[config.mk]
export PLATFORM = sky130hd
export DESIGN_NAME = regfile_wr_arbiter
export DESIGN_NICKNAME = d
export VERILOG_FILES = /design/src/rtl/regfile_wr_arbiter.sv
export SDC_FILE = /design/constraint.sdc
export NUM_CORES = 1
export LEC_CHECK = 0
export BUFFER_PORTS_ARGS = -buffer_cell sky130_fd_sc_hd__buf_2
export CAP_MARGIN = 5
export CORE_ASPECT_RATIO = 1.1
export CORE_UTILIZATION = 25
export CTS_CLUSTER_SIZE = 12
export DETAILED_ROUTE_END_ITERATION = 16
export SYNTH_ARGS = -nofsm -noshare
export SYNTH_HDL_FRONTEND = slang
export SYNTH_SLANG_ARGS = --single-unit
[constraint.sdc]
create_clock -name clk -period 3.4 [get_ports clk]
set_input_delay 0.68 -clock clk [delete_from_list [all_inputs] [get_ports clk]]
set_output_delay 0.68 -clock clk [all_outputs]
set_load 0.05 [all_outputs]
[src/rtl/regfile_wr_arbiter.sv]
// Round-robin arbiter sharing the regfile write port between ALU and load/CSR writeback.
// Optional read-port forwarding of the in-flight write: define REGFILE_ARB_BYPASS_EN.
module regfile_wr_arbiter #(
    parameter int register_count = 32,
    parameter int data_length    = 32,
    parameter int CNT_W          = 16,
    localparam int AW            = $clog2(register_count)
) (
    input  logic                   clk,
    input  logic                   rst,
    input  logic                   hold,
    input  logic                   req0_valid,
    output logic                   req0_ready,
    input  logic [AW-1:0]          req0_addr,
    input  logic [data_length-1:0] req0_data,
    input  logic                   req1_valid,
    output logic                   req1_ready,
    input  logic [AW-1:0]          req1_addr,
    input  logic [data_length-1:0] req1_data,
    output logic                   w_ctrl_reg,
    output logic [AW-1:0]          w_addr_reg,
    output logic [data_length-1:0] w_data_reg,
    input  logic [AW-1:0]          r_addr_reg1,
    input  logic [AW-1:0]          r_addr_reg2,
    input  logic [data_length-1:0] r_data_reg1,
    input  logic [data_length-1:0] r_data_reg2,
    output logic [data_length-1:0] fwd_data1,
    output logic [data_length-1:0] fwd_data2,
    output logic [CNT_W-1:0]       conflict_cnt
);

    // last_grant = 1 means req1 won the previous conflict, so req0 wins the next one
    logic                   last_grant;
    logic                   both;
    logic                   xfer;
    logic [AW-1:0]          sel_addr;
    logic [data_length-1:0] sel_data;

    assign both       = req0_valid & req1_valid;
    assign req0_ready = !hold & req0_valid & (!req1_valid | last_grant);
    assign req1_ready = !hold & req1_valid & (!req0_valid | !last_grant);
    assign xfer       = req0_ready | req1_ready;

    always_comb begin
        sel_addr = req0_addr;
        sel_data = req0_data;
        if (req1_ready) begin
            sel_addr = req1_addr;
            sel_data = req1_data;
        end
    end

    always_ff @(posedge clk or posedge rst) begin
        if (rst) begin
            w_ctrl_reg   <= 1'b0;
            w_addr_reg   <= '0;
            w_data_reg   <= '0;
            conflict_cnt <= '0;
            last_grant   <= 1'b1;
        end else begin
            // writes to x0 are consumed but never reach the regfile
            w_ctrl_reg <= xfer & (sel_addr != '0);
            if (xfer) begin
                w_addr_reg <= sel_addr;
                w_data_reg <= sel_data;
            end
            if (both & xfer)
                last_grant <= req1_ready;
            if (both & !hold & (conflict_cnt != '1))
                conflict_cnt <= conflict_cnt + CNT_W'(1);
        end
    end

`ifdef REGFILE_ARB_BYPASS_EN
    logic hit1;
    logic hit2;

    assign hit1      = w_ctrl_reg & (w_addr_reg == r_addr_reg1) & (r_addr_reg1 != '0);
    assign hit2      = w_ctrl_reg & (w_addr_reg == r_addr_reg2) & (r_addr_reg2 != '0);
    assign fwd_data1 = hit1 ? w_data_reg : r_data_reg1;
    assign fwd_data2 = hit2 ? w_data_reg : r_data_reg2;
`else
    logic unused_raddr;

    assign unused_raddr = ^{r_addr_reg1, r_addr_reg2};
    assign fwd_data1    = r_data_reg1;
    assign fwd_data2    = r_data_reg2;
`endif

endmodule

==> results.txt <==
Run status: complete, no violations
Cts repair resizes: 0
Comb pwr share: 32.4%
Max reg flops: 32
Die height: 119 um
Worst hold path cell count: 2
Last weighted congestion value of the routability-driven placer: 0.768
Number of buffers on the longest clock path: 2
Proportion of layout cells with a drive suffix above 1: 41.5%
Clk Tree Root Cell: sky130_fd_sc_hd__clkbuf_16
Setup-failing EPs final: 0
RSZ-0062 raised after global routing: no
Die ar.: 12800 sq um
Kind of capture point of the worst setup path: primary output
Proportion of total power due to net switching: 37.9%
Signed area change from the synthesized netlist to the final layout: 18.0%
Crit Path Class: input port to primary output
Number of primary I/O pins: 273
Sum of negative setup slack: 0 ps
Number of global-route vias before repair: 2231
Vias per std cell: 4.39
Finished Cell Area: 3650 sq um
Total length of routed wires: 7020 um
Number of sinks handled by clock tree synthesis: 55
Power per standard cell area: 607 nW/um^2
Number of synthesized register bits: 55
Worst endpoint data arrival time: 1470 ps
Max-cap violation count: 0
Setup Skew: 5.67 ps
Number of setup buffers added after CTS: 0
Net count of the finished layout: 531
Max rail drop VDD: 254 uV
Quantity of hold-fixing buffers added after cts: 0
First-pass iteration count of the detailed router: 3
WL per Instance: 13.2 um
Slack of the worst reg-to-reg path: 1470 ps
Max frequency: 465 MHz
Total congestion overflow: 0
Antenna violations before repair: 0
Cell internal pwr: 0.00138 W
CP Launch Type: input port
GR Util All Layers: 10.9%
Worst hold endpoint: w_data_reg[20]
Worst-skew pair later-pin latency: 290 ps
Maximum number of pins on one net before global-route repair: 76
Count of cells along the worst register-to-register path: 5
Synthesized netlist cell count: 310
Commonest cells after routing, fill and taps aside: sky130_fd_sc_hd__buf_2, sky130_fd_sc_hd__dfrtp_1, sky130_fd_sc_hd__nand2_1
Number of fill cells: 1275
Total count of max-transition violations in the final report: 0
Core area: 12000 sq um
Destination of the worst register-to-register timing path: conflict_cnt[1]
Share of the clock period used by the worst path after layout: 63.2%
Count of different cell masters after synthesis: 33
Number of endpoints with negative hold slack in the final report: 0
Min Clock Period, post-route: 2150 ps
Die W: 108 um
Min-delay worst type: flop to flop
Number of buffer and inverter instances along the worst setup path: 2
Psw: 0.000839 W
Normalized max-slew margin: 34.6%
Cell type of the slowest stage on the worst timing path: sky130_fd_sc_hd__buf_2
Share of synthesized area occupied by flip-flops and latches: 44.6%
Count of unresolved DRC violations after routing: 0
Cell-by-cell trace of the critical path: buf_2 > nor2b_1 > nor3b_1 > buf_2
Effective utilization at floorplan: 25.7%
Relative contribution of the clock network to total power: 29.8%
Critical path's top delay family: buffers and inverters
CTS tree: yes
CTS buffer count: 5
HPWL after detailed placement: 5270 um
Wire length of the first global-routing pass: 10900 um
Critical Path Max Stage Delay: 300 ps
Antenna diode count: 0
Post-DRT Antenna Nets: 0
Critical-path maximum fanout: 4
Post-DP Area: 3450 sq um
Std cell rows: 42
Number of levels in the clock H-tree: 2
Startpoint of the worst-slack reg-to-reg timing path: conflict_cnt[0]
Yosys synthesis warning count: 0
Net count after synthesis: 464
Cell with the most instances on the worst path: sky130_fd_sc_hd__buf_2
Clk slew on worst S/H paths: 70 ps
Overall power after layout: 0.00221 W
Total of buffers placed on input and output ports: 134
Vias: 2334
Post-synth EDFFs: 0
Transition time at the pin with the least slew margin: 981 ps
Min-Delay Startpoint: w_data_reg[20]
Commonest register cell after synthesis: sky130_fd_sc_hd__dfrtp_1
Static leakage power: 1.99 nW
Fraction of registers with async set/reset: 100%
Iteration-0 DRC Markers: 78
Average size of a mapped cell: 9.97 sq um
Data required, critical path: 2720 ps
Cell area after synthesis: 3090 sq um
Sequential share of power: 37.8%
Most common cell after layout, fill and taps aside: sky130_fd_sc_hd__buf_2
[metal layers]
layer | global-route usage [%] | up-vias | wire length [um]
li1 | - | 1121 | -
met1 | 11.5 | 1079 | 2760
met2 | 18.8 | 101 | 3280
met3 | 3.53 | 33 | 662
met4 | 6.34 | 0 | 323
met5 | 0 | - | 0
[per-stage QoR]
step                      setup WS [ps]  cells  hold WS, ps  utilization [%]
after floorplan                     778    310          477                -
after global placement             1180    524          460             28.7
after detailed placement           1150    524          465             28.7
after CTS                          1240    532          482             30.3
after global routing               1150    532          496             30.3
final                              1250    532          473             30.3
[power by group through the flow]
stage               clock network (W)  registers (W)  logic [W]
CTS                          0.000691       0.000837   0.000731
global route                 0.000717       0.000854   0.000770
floorplan                           0        0.00118   0.000392
global placement                    0       0.000847   0.000721
finish                       0.000660       0.000837   0.000717
detailed placement                  0       0.000849   0.000731
[worst register-to-register path, cell delays in order, from the launching register on]
cell and delay (ps):
sky130_fd_sc_hd__dfrtp_1 410, sky130_fd_sc_hd__ha_1 200, sky130_fd_sc_hd__nand3_1 220, sky130_fd_sc_hd__nor4_4 570, sky130_fd_sc_hd__nor2_1 130, sky130_fd_sc_hd__mux2_2 290
[final cells by class]
cell class	count	area [sq um]	area share (%)
sequential	55	1380	37.8
multi-input combinational	176	1180	32.5
timing repair buffer	137	693	19.0
tap	154	193	5.28
clock buffer	5	125	3.43
clock inverter	3	67.6	1.85
inverter	2	7.51	0.206
[cells by family after synthesis]
kind of cell	count (synthesis)	share of synthesized area, %
flip-flops	55	44.6
AO/OA/AOI/OAI	45	7.81
adder cells (fa/ha/maj)	1	0.405
AND/OR/NAND/NOR	77	13.0
XOR/XNOR	14	3.97
multiplexers	39	12.7
buffers and inverters	79	17.5
[worst max-delay path by stage]
stage	start	endpoint	slack, ps	depth (start not counted)
after floorplan	req1_valid	req0_ready	780	2
after global placement	hold	conflict_cnt[15]	1180	5
after CTS	req1_valid	req0_ready	1240	4
after detailed placement	hold	conflict_cnt[15]	1150	5
final	req1_valid	req0_ready	1250	4
after global routing	req1_valid	req0_ready	1150	4
[cells in the mapped netlist (all sizes together) (4+ instances only)]
cell    count  share of area (%)
buf        68                 16
dfrtp      54                 44
nand2      43                5.2
o21ai      40                6.5
mux2i      37                 12
clkbuf      9                1.1
nor3        8                1.5
xnor2       7                2.0
xor2        7                2.0
nand4       6                1.4
nand3       4               0.65
nor2        4               0.49
Note: power is estimated with default switching activity, not from simulation.
